<file path="config.mk">
export PLATFORM = sky130hd
export DESIGN_NAME = obstacle_field_flat
export DESIGN_NICKNAME = d
export VERILOG_FILES = /design/src/rtl/obstacle_field_if.sv /design/src/rtl/obstacle_field.sv /design/src/flat_wrapper.sv
export SDC_FILE = /design/constraint.sdc
export NUM_CORES = 1
export LEC_CHECK = 0
export CAP_MARGIN = 10
export CORE_ASPECT_RATIO = 1.5
export CORE_MARGIN = 3
export CORE_UTILIZATION = 46
export CTS_BUF_LIST = sky130_fd_sc_hd__clkbuf_2
export DETAILED_ROUTE_END_ITERATION = 10
export PLACE_DENSITY = 0.67
export SYNTH_ARGS = -nofsm -noshare
export SYNTH_HDL_FRONTEND = slang
export SYNTH_SLANG_ARGS = --single-unit
</file>
<file path="constraint.sdc">
create_clock -name CLOCK_50 -period 7.81 [get_ports CLOCK_50]
set_clock_uncertainty 0.2 [all_clocks]
set_input_delay 1.9525 -clock CLOCK_50 [delete_from_list [all_inputs] [get_ports CLOCK_50]]
set_output_delay 1.9525 -clock CLOCK_50 [all_outputs]
set_load 0.005 [all_outputs]
</file>
<file path="src/rtl/obstacle_field_if.sv">
// Bus between the dodge-game obstacle manager and its player/sprite neighbours.
// The game logic owns the slave side; the player controller and sprite mux sit on the master side.
interface obstacle_field_if #(
   parameter int unsigned N_OBST  = 5,
   parameter int unsigned SCORE_W = 7
);
   logic                   tick;
   logic                   start;
   logic [9:0]             player_x;
   logic [9:0]             player_y;
   logic [N_OBST*10-1:0]   obj_x;
   logic [N_OBST*10-1:0]   obj_y;
   logic [N_OBST-1:0]      obj_active;
   logic [SCORE_W-1:0]     score;
   logic [SCORE_W-1:0]     max_score;
   logic                   playing;
   logic                   game_over;
   logic                   collision;

   modport master (
      output tick, start, player_x, player_y,
      input  obj_x, obj_y, obj_active, score, max_score, playing, game_over, collision
   );

   modport slave (
      input  tick, start, player_x, player_y,
      output obj_x, obj_y, obj_active, score, max_score, playing, game_over, collision
   );
endinterface

</file>
<file path="src/rtl/obstacle_field.sv">
// Obstacle manager for the dodge game: LFSR spawning, falling motion, level-based speed-up,
// player hit detection, score tracking and the IDLE/PLAY/OVER game FSM.
module obstacle_field #(
   parameter int unsigned N_OBST    = 5,
   parameter int unsigned OBJ_W     = 32,
   parameter int unsigned OBJ_H     = 32,
   parameter int unsigned PLAYER_W  = 32,
   parameter int unsigned PLAYER_H  = 32,
   parameter int unsigned SCREEN_W  = 640,
   parameter int unsigned SCREEN_H  = 480,
   parameter int unsigned SPAWN_GAP = 40,
   parameter int unsigned STEP_MIN  = 1,
   parameter int unsigned STEP_MAX  = 7,
   parameter int unsigned LEVEL_PTS = 10,
   parameter int unsigned SCORE_W   = 7,
   parameter logic [15:0] LFSR_SEED = 16'hACE1
) (
   input  logic               CLOCK_50,
   input  logic               reset_n,
   obstacle_field_if.slave    bus
);

   localparam int unsigned POS_W  = 10;
   localparam int unsigned SUM_W  = 11;
   localparam int unsigned CNT_W  = $clog2(N_OBST + 1);
   localparam int unsigned TMR_W  = (SPAWN_GAP > 1) ? $clog2(SPAWN_GAP) : 1;
   localparam int unsigned STEP_W = $clog2(STEP_MAX + 2);
   localparam int unsigned LVL_W  = $clog2(LEVEL_PTS + N_OBST + 1);
   localparam int unsigned SCW    = SCORE_W + CNT_W;
   localparam int unsigned X_SPAN = SCREEN_W - OBJ_W;

   typedef enum logic [1:0] {
      IDLE = 2'd0,
      PLAY = 2'd1,
      OVER = 2'd2
   } state_t;

   state_t                  state;
   state_t                  state_next;
   logic                    playing;
   logic                    game_over;
   logic                    collision;

   logic [15:0]             lfsr;
   logic [N_OBST*POS_W-1:0] pos_x;
   logic [N_OBST*POS_W-1:0] pos_y;
   logic [N_OBST-1:0]       active;
   logic [SCORE_W-1:0]      score;
   logic [SCORE_W-1:0]      best;
   logic [STEP_W-1:0]       step;
   logic [TMR_W-1:0]        timer;
   logic [LVL_W-1:0]        level;

   logic                    hit;
   logic                    enter_play;
   logic                    do_step;
   logic                    do_hit;

   logic [N_OBST*POS_W-1:0] x_next;
   logic [N_OBST*POS_W-1:0] y_next;
   logic [N_OBST-1:0]       active_next;
   logic [CNT_W-1:0]        exits;
   logic                    free_found;
   logic                    tmr_full;
   logic [TMR_W-1:0]        timer_next;
   logic [POS_W-1:0]        spawn_x;
   logic [SUM_W-1:0]        sum;
   logic [SCW-1:0]          score_sum;
   logic [SCORE_W-1:0]      score_next;
   logic [LVL_W-1:0]        level_sum;
   logic [LVL_W-1:0]        level_next;
   logic [STEP_W-1:0]       step_next;

   // Game state register; status flags follow the next state so they line up with it
   always_ff @(posedge CLOCK_50) begin
      if (!reset_n) begin
         state     <= IDLE;
         playing   <= 1'b0;
         game_over <= 1'b0;
      end else begin
         state     <= state_next;
         playing   <= (state_next == PLAY);
         game_over <= (state_next == OVER);
      end
   end

   always_comb begin
      state_next = state;
      case (state)
         IDLE:    if (bus.start) state_next = PLAY;
         PLAY:    if (hit)       state_next = OVER;
         OVER:    if (bus.start) state_next = PLAY;
         default:                state_next = IDLE;
      endcase
   end

   // Control strobes: a hit outranks a same-cycle tick
   always_comb begin
      enter_play = 1'b0;
      do_step    = 1'b0;
      do_hit     = 1'b0;
      case (state)
         IDLE, OVER: enter_play = bus.start;
         PLAY: begin
            do_hit  = hit;
            do_step = bus.tick && !hit;
         end
         default: ;
      endcase
   end

   always_comb begin
      hit = 1'b0;
      for (int i = 0; i < N_OBST; i++) begin
         if (active[i] &&
             (SUM_W'(pos_x[POS_W*i +: POS_W]) < SUM_W'(bus.player_x) + SUM_W'(PLAYER_W)) &&
             (SUM_W'(bus.player_x) < SUM_W'(pos_x[POS_W*i +: POS_W]) + SUM_W'(OBJ_W)) &&
             (SUM_W'(pos_y[POS_W*i +: POS_W]) < SUM_W'(bus.player_y) + SUM_W'(PLAYER_H)) &&
             (SUM_W'(bus.player_y) < SUM_W'(pos_y[POS_W*i +: POS_W]) + SUM_W'(OBJ_H))) begin
            hit = 1'b1;
         end
      end
   end

   // Fold the 10-bit random value back into the visible spawn span
   always_comb begin
      if (lfsr[9:0] > POS_W'(X_SPAN)) spawn_x = lfsr[9:0] - POS_W'(X_SPAN);
      else                            spawn_x = lfsr[9:0];
   end

   // Per-tick motion, exit detection and spawn into the lowest slot that was already free
   always_comb begin
      x_next      = pos_x;
      y_next      = pos_y;
      active_next = active;
      exits       = '0;
      free_found  = 1'b0;
      sum         = '0;
      tmr_full    = (timer == TMR_W'(SPAWN_GAP - 1));
      for (int i = 0; i < N_OBST; i++) begin
         sum = SUM_W'(pos_y[POS_W*i +: POS_W]) + SUM_W'(step);
         if (active[i]) begin
            if (sum >= SUM_W'(SCREEN_H)) begin
               active_next[i]             = 1'b0;
               y_next[POS_W*i +: POS_W]   = '0;
               exits                      = exits + CNT_W'(1);
            end else begin
               y_next[POS_W*i +: POS_W]   = sum[POS_W-1:0];
            end
         end else if (!free_found) begin
            free_found = 1'b1;
            if (tmr_full) begin
               active_next[i]             = 1'b1;
               y_next[POS_W*i +: POS_W]   = '0;
               x_next[POS_W*i +: POS_W]   = spawn_x;
            end
         end
      end
   end

   always_comb begin
      if (!tmr_full)       timer_next = timer + TMR_W'(1);
      else if (free_found) timer_next = '0;
      else                 timer_next = timer;
   end

   // Saturating score; level counter carries into at most one step increment per tick
   always_comb begin
      score_sum = SCW'(score) + SCW'(exits);
      if (score_sum > SCW'({SCORE_W{1'b1}})) score_next = {SCORE_W{1'b1}};
      else                                    score_next = score_sum[SCORE_W-1:0];

      level_sum  = level + LVL_W'(exits);
      level_next = level_sum;
      step_next  = step;
      if (level_sum >= LVL_W'(LEVEL_PTS)) begin
         level_next = level_sum - LVL_W'(LEVEL_PTS);
         if (step < STEP_W'(STEP_MAX)) step_next = step + STEP_W'(1);
      end
   end

   always_ff @(posedge CLOCK_50) begin
      if (!reset_n) begin
         lfsr      <= LFSR_SEED;
         pos_x     <= '0;
         pos_y     <= '0;
         active    <= '0;
         score     <= '0;
         best      <= '0;
         step      <= STEP_W'(STEP_MIN);
         timer     <= '0;
         level     <= '0;
         collision <= 1'b0;
      end else begin
         lfsr      <= {lfsr[14:0], lfsr[15] ^ lfsr[13] ^ lfsr[12] ^ lfsr[10]};
         collision <= do_hit;
         if (enter_play) begin
            pos_x  <= '0;
            pos_y  <= '0;
            active <= '0;
            score  <= '0;
            step   <= STEP_W'(STEP_MIN);
            timer  <= '0;
            level  <= '0;
         end else if (do_hit) begin
            if (score > best) best <= score;
         end else if (do_step) begin
            pos_x  <= x_next;
            pos_y  <= y_next;
            active <= active_next;
            score  <= score_next;
            level  <= level_next;
            step   <= step_next;
            timer  <= timer_next;
         end
      end
   end

   assign bus.obj_x      = pos_x;
   assign bus.obj_y      = pos_y;
   assign bus.obj_active = active;
   assign bus.score      = score;
   assign bus.max_score  = best;
   assign bus.playing    = playing;
   assign bus.game_over  = game_over;
   assign bus.collision  = collision;

endmodule

</file>
<file path="src/flat_wrapper.sv">
// flat-port wrapper written by rule: the top's interface ports become plain ports
module obstacle_field_flat 
#(
   parameter int unsigned N_OBST    = 5,
   parameter int unsigned OBJ_W     = 32,
   parameter int unsigned OBJ_H     = 32,
   parameter int unsigned PLAYER_W  = 32,
   parameter int unsigned PLAYER_H  = 32,
   parameter int unsigned SCREEN_W  = 640,
   parameter int unsigned SCREEN_H  = 480,
   parameter int unsigned SPAWN_GAP = 40,
   parameter int unsigned STEP_MIN  = 1,
   parameter int unsigned STEP_MAX  = 7,
   parameter int unsigned LEVEL_PTS = 10,
   parameter int unsigned SCORE_W   = 7,
   parameter logic [15:0] LFSR_SEED = 16'hACE1
)
  (CLOCK_50, reset_n, bus_tick, bus_start, bus_player_x, bus_player_y, bus_obj_x, bus_obj_y, bus_obj_active, bus_score, bus_max_score, bus_playing, bus_game_over, bus_collision);
  obstacle_field_if #(.N_OBST(N_OBST), .SCORE_W(SCORE_W)) bus_i ();
  input  logic CLOCK_50;
  input  logic reset_n;
  input wire logic [$bits(bus_i.tick)-1:0] bus_tick;
  input wire logic [$bits(bus_i.start)-1:0] bus_start;
  input wire logic [$bits(bus_i.player_x)-1:0] bus_player_x;
  input wire logic [$bits(bus_i.player_y)-1:0] bus_player_y;
  output wire logic [$bits(bus_i.obj_x)-1:0] bus_obj_x;
  output wire logic [$bits(bus_i.obj_y)-1:0] bus_obj_y;
  output wire logic [$bits(bus_i.obj_active)-1:0] bus_obj_active;
  output wire logic [$bits(bus_i.score)-1:0] bus_score;
  output wire logic [$bits(bus_i.max_score)-1:0] bus_max_score;
  output wire logic [$bits(bus_i.playing)-1:0] bus_playing;
  output wire logic [$bits(bus_i.game_over)-1:0] bus_game_over;
  output wire logic [$bits(bus_i.collision)-1:0] bus_collision;
  assign bus_i.tick = bus_tick;
  assign bus_i.start = bus_start;
  assign bus_i.player_x = bus_player_x;
  assign bus_i.player_y = bus_player_y;
  assign bus_obj_x = bus_i.obj_x;
  assign bus_obj_y = bus_i.obj_y;
  assign bus_obj_active = bus_i.obj_active;
  assign bus_score = bus_i.score;
  assign bus_max_score = bus_i.max_score;
  assign bus_playing = bus_i.playing;
  assign bus_game_over = bus_i.game_over;
  assign bus_collision = bus_i.collision;
  obstacle_field #(.N_OBST(N_OBST), .OBJ_W(OBJ_W), .OBJ_H(OBJ_H), .PLAYER_W(PLAYER_W), .PLAYER_H(PLAYER_H), .SCREEN_W(SCREEN_W), .SCREEN_H(SCREEN_H), .SPAWN_GAP(SPAWN_GAP), .STEP_MIN(STEP_MIN), .STEP_MAX(STEP_MAX), .LEVEL_PTS(LEVEL_PTS), .SCORE_W(SCORE_W), .LFSR_SEED(LFSR_SEED)) u_core (.CLOCK_50(CLOCK_50), .reset_n(reset_n), .bus(bus_i));
endmodule
</file>
# ---- After elaboration in Yosys (flattened, before gate mapping)
# Index checks and enable logic that the tools add are counted.
# Widths: inputs -> output; s select.
dict set report classes {
  n_reduce_logical 45
  mux 61
  n_eq_ne 9
  n_bitwise 14
  n_addsub 27
  n_lt_le_gt_ge 30
}
# op n
set op_table {}
lappend op_table {{$lt 10x11->1} 20}
lappend op_table {{$mux 10} 16}
lappend op_table {{$add 10x6->11 const B} 12}
lappend op_table {{$add 10x4->11} 5}
lappend op_table {{$ge 11x9->1 const B} 5}
lappend op_table {{$mux 1} 29}
lappend op_table {{$mux 3} 9}
lappend op_table {{$reduce_and 4->1} 6}
lappend op_table {{$logic_and 1x1->1} 21}
lappend op_table {{$reduce_and 5->1} 4}
lappend op_table {{$add 3x1->3 const B} 4}
lappend op_table {{$mux 6} 2}
lappend op_table {{$reduce_bool 2->1} 6}
lappend op_table {{$not 1->1} 11}
lappend op_table {{$gt 10x10->1 const B} 1}
lappend op_table {{$gt 10x7->1 const B} 1}
lappend op_table {{$sub 10x10->10 const B} 1}
lappend op_table {{$reduce_and 3->1} 3}
lappend op_table {{$add 7x3->8} 1}
lappend op_table {{$ne 2x1->1 const B} 4}
lappend op_table {{$gt 7x7->1} 1}
lappend op_table {{$mux 7} 1}
lappend op_table {{$add 6x1->6 const B} 1}
lappend op_table {{$eq 6x6->1 const B} 1}
lappend op_table {{15 further kinds} 21}
dict set report totals {
  register_bits 154
}

# ---- Longest topological paths before layout
dict set report depth {
  ltp_word 19
  depth_mapped 26
  ltp_nobuf 26
}

# ---- Least setup slack after synthesis
# OpenSTA, ideal clock, no wires.
dict set report synth_timing {
  kind {reg-to-reg}
  from {register u_core.step[0]}
  to {register u_core.step[0]}
  required_time_ps 7538
  t_arrival_ps 5575
  n_path_buf 0
  setup_time_ps 72
  stages_incl_launch_ff 25
  slack_ps 1963
  path_cell_list {dfxtp_1 -> ha_1 -> fa_1 -> a21o_1 -> a22o_1 -> xor2_1 -> nand4b_1 -> a211oi_1 -> or2_2 -> ha_1 -> nand2_1 -> o21ai_0 -> ha_1 -> mux2_2 -> ha_1 -> mux2_2 -> ha_1 -> mux2_2 -> ha_1 -> a21o_1 -> a21oi_1 -> xnor2_1 -> nand2_1 -> nor3_1 -> mux2i_1}
}
dict set report synth_between {
  elab_chain_len 19
  word_cells_on_any_way 29
  classes_between {add/sub: 11; order compare: 7; mux: 10; reduce/logical: 1}
}
# item line_no
set synth_lines {}
lappend synth_lines {{start, declared} obstacle_field.sv:50} ;# logic [STEP_W-1:0] step;
lappend synth_lines {{start signal, assigned} obstacle_field.sv:190} ;# step <= STEP_W'(STEP_MIN);
lappend synth_lines {{start signal, assigned} obstacle_field.sv:202} ;# step <= STEP_W'(STEP_MIN);
lappend synth_lines {{start signal, assigned} obstacle_field.sv:213} ;# step <= step_next;
lappend synth_lines {{$add 10x4->11} obstacle_field.sv:141} ;# sum = SUM_W'(pos_y[POS_W*i +: POS_W]) + SUM_W'(step);
lappend synth_lines {{$ge 11x9->1} obstacle_field.sv:143} ;# if (sum >= SUM_W'(SCREEN_H)) begin
lappend synth_lines {{$mux 1} obstacle_field.sv:143}
lappend synth_lines {{$mux 3} obstacle_field.sv:142} ;# if (active[i]) begin
lappend synth_lines {{$add 3x1->3} obstacle_field.sv:146} ;# exits = exits + CNT_W'(1);
lappend synth_lines {{$mux 3} obstacle_field.sv:143}
lappend synth_lines {{$mux 3} obstacle_field.sv:142}
lappend synth_lines {{$add 3x1->3} obstacle_field.sv:146}
lappend synth_lines {{[... 3 more ...]} -}
lappend synth_lines {{$mux 3} obstacle_field.sv:143}
lappend synth_lines {{$mux 3} obstacle_field.sv:142}
lappend synth_lines {{$add 3x1->3} obstacle_field.sv:146}
lappend synth_lines {{$mux 3} obstacle_field.sv:143}
lappend synth_lines {{$mux 3} obstacle_field.sv:142}
lappend synth_lines {{$add 4x3->4} obstacle_field.sv:173} ;# level_sum = level + LVL_W'(exits);
lappend synth_lines {{$ge 4x4->1} obstacle_field.sv:176} ;# if (level_sum >= LVL_W'(LEVEL_PTS)) begin
lappend synth_lines {{$reduce_and 4->1 (no source line)} -}
# Parallel ways exist; a longest one is shown, timed or not.
# A chain may end at the register's enable or synchronous reset.

# ---- Worst setup path in the final report
# Same ends and word-level chain as after synthesis.

==> metrics.yaml <==
grt:
  grt_pass1_vias: 12400
  grt_max_degree: 78
  grt.total_usage: 0.275
  grt_pass1_wl_mm: 66.1
  overflow: 0
  antenna_found_initial: 1
timing:
  finalHoldViolCount: 0
  fmax_ghz: 0.148
  post-route-period-util: 0.866
  grt_setup_unrepaired: "no"
  setup_violations: 0
  fin_crit_ns: 6.76
  fin_hold_ws_ns: 0.233
  worst_slew_pin_slew_ns: 1.18
  relSlewSlack: 0.215
  slew_violations: 0
  fin_setup_tns_ns: 0
routing:
  first_pass_iters: 6
  drtIter0Drc: 800
  vias: 12600
  drc: 0
  ant_nets: 0
  routed_wirelength_mm: 42.7
  via_per_inst: 6.12
  post_drt_wl_per_cell_um: 20.7
placed_design:
  hpwl_mm: 32.4
  routabilityCongestion: 1.06
  io_buffers: 145
yosys:
  synthAdderAreaFrac: 0.222
  synth_top_family_by_area: "adder cells"
  syn_nets: 1836
  synthMuxAreaShare: 0.0621
  syn_area_sq_um: 13200
  yosysWarnings: 0
  avgSynthCellArea_sq_um: 8.33
  synthCells: 1582
  synthXorXnorAreaFrac: 0.0412
  synthFlopType: "dfxtp_1"
  synth-simple-area-share: 0.207
  synth_compound_area_frac: 0.183
  async_flop_share: 0
  ys_ff_latch: 154
  ys_seq_area_frac: 0.234
  synth_enable_flop_cells: 0
  yosysUniqueCellTypes: 81
floorplan:
  die_width_um: 144
  core.rowCount: 75
  die_area_sq_um: 30800
  start_util: 0.470
  die_h_um: 213
  coreArea_sq_um: 28100
  ios: 146
pwr:
  p_per_area_nw_per_um2: 96.3
  ir_worst_vdd_mv: 0.0925
  total_leakage_power_nw: 6.37
  power.total_mw: 1.46
worst_setup_path:
  worstSetupPathType: "reg2reg"
  required_ns: 8.45
  cp-start-kind: "flop"
  critPathArrivalTime_ns: 7.40
  critPathCaptureType: "flop"
  timing.critical_path.fanout_max: 7
clocking:
  postCtsHoldBufs: 0
  clockBufferDepth: 2
  cts_setup_buffers: 0
  cts.repair.resized: 0
  cts_tree: "built"
  path_clk_slew_ns: 0.25
  cts_buffers: 17
  clk_latency_ns: 0.88
  htreeDepth: 4
  cts_root_buf: "clkbuf_2"
  clock_sinks: 154
finish:
  drive_gt1_frac: 0.0462
  final_util: 0.538
  fin_nets: 1952
  area_growth_pct: 14.6
  fill_cells: 2662
min_path:
  min_path_type: "reg2reg"
flow_run:
  cap_viol_max_count: 0
status:
  status: "complete, no violations"
[worst max-delay path: stages, from the launching register on]
cell and delay [ns]:
dfxtp_1 0.52, ha_1 0.30, fa_1 0.42, a21o_1 0.22
a22o_1 0.23, xor2_1 0.14, nand4b_1 0.10, a211oi_1 0.49
or2_2 0.25, ha_1 0.23, nand2_1 0.06, o21ai_0 0.26
ha_1 0.37, mux2_2 0.27, ha_1 0.26, mux2_2 0.28
ha_1 0.29, mux2_2 0.28, ha_1 0.27, a21o_1 0.17
a21oi_1 0.17, xnor2_1 0.24, nand2_1 0.14, nor3_1 0.32
mux2i_1 0.23
[where the power goes]
group / internal, mW / switching (mW)
Combinational: 0.0731 / 0.140
Clock: 0.118 / 0.321
Sequential: 0.796 / 0.00620
[cells by family after synthesis]
family	after synthesis
AO/OA/AOI/OAI	360
XOR/XNOR	62
adder cells (fa/ha/maj)	230
buffers and inverters	161
flip-flops	154
multiplexers	81
AND/OR/NAND/NOR	534
[synth_stat cells, types with 13 or more instances]
| master | count | area (sq um) |
|---|---|---|
| xnor2_1 | 35 | 307 |
| nand2_1 | 175 | 657 |
| and3_1 | 19 | 119 |
| o21ai_0 | 62 | 310 |
| nor2_1 | 64 | 240 |
| o31ai_1 | 14 | 105 |
| ha_1 | 223 | 2790 |
| and2_1 | 25 | 156 |
| nor3_1 | 25 | 125 |
| mux2i_1 | 75 | 751 |
| dfxtp_1 | 154 | 3080 |
| clkbuf_1 | 42 | 158 |
| xor2_1 | 27 | 236 |
| a211oi_1 | 20 | 150 |
| a21o_1 | 22 | 165 |
| a21oi_1 | 105 | 526 |
| nand4_1 | 28 | 175 |
| buf_2 | 13 | 65.1 |
| nand3_1 | 89 | 445 |
| nand2b_1 | 23 | 144 |
| nor2b_1 | 23 | 144 |
| inv_1 | 96 | 360 |
[worst paths after layout]
| path | from | slack [ns] | endpoint | depth (start not counted) |
|---|---|---|---|---|
| worst max-delay path | u_core.step[0]$_SDFFE_PP1P_ | 1.05 | u_core.step[0]$_SDFFE_PP1P_ | 24 |
| worst min-delay path | u_core.lfsr[14]$_SDFF_PN0_ | 0.23 | u_core.lfsr[15]$_SDFF_PN1_ | 1 |
| worst max register to register | u_core.step[0]$_SDFFE_PP1P_ | 1.05 | u_core.step[0]$_SDFFE_PP1P_ | 24 |
| worst min register to register | u_core.lfsr[14]$_SDFF_PN0_ | 0.23 | u_core.lfsr[15]$_SDFF_PN1_ | 1 |
[cell usage in the layout (no fill, tap or decap), drive strengths merged, types with 25 or more instances in the layout]
master,count
ha,223
nor3,25
inv,99
a21oi,106
o21ai,64
and2,25
dfxtp,154
xor2,27
clkdlybuf4s50,145
xnor2,35
mux2i,75
nor2,65
nand2,175
nand3,91
nand4,30
[registers in the layout, summed over array words and instances, names as in the netlist]
register / cells
u_core.bus.collision: 1
u_core.state: 2
u_core.bus.playing: 1
u_core.bus.obj_active: 5
u_core.bus.max_score: 7
u_core.level: 4
u_core.lfsr: 16
u_core.bus.obj_x: 50
u_core.bus.score: 7
u_core.bus.game_over: 1
u_core.timer: 6
u_core.step: 4
u_core.bus.obj_y: 50
[cell type report]
class,instances,area [sq um],share of cell area
diodes,1,2.50,0.000166
clock buffers,18,90.1,0.00596
clock inverters,14,123,0.00812
inverters,97,364,0.0241
multi-input cells,1267,9440,0.625
flip-flops and latches,154,3080,0.204
well taps,346,433,0.0287
repair buffers,161,1570,0.104
[per-layer routing]
layer / global-route usage / up-vias / part of all wire
met4: 0.174 / 0 / 0.062
met3: 0.0415 / 132 / 0.049
met1: 0.312 / 5992 / 0.40
met2: 0.477 / 443 / 0.49
li1: - / 6027 / -
met5: 0 / - / 0
[per-stage QoR]
step                      area (sq um)  cells  setup WS (ns)
after floorplan                  13200   1582           1.96
after global placement           14900   2024           1.07
after detailed placement         14900   2024          0.983
after CTS                        15100   2056           1.03
after global routing             15100   2058          0.637
final                            15100   2058           1.05
(Power assumes the default switching activity.)
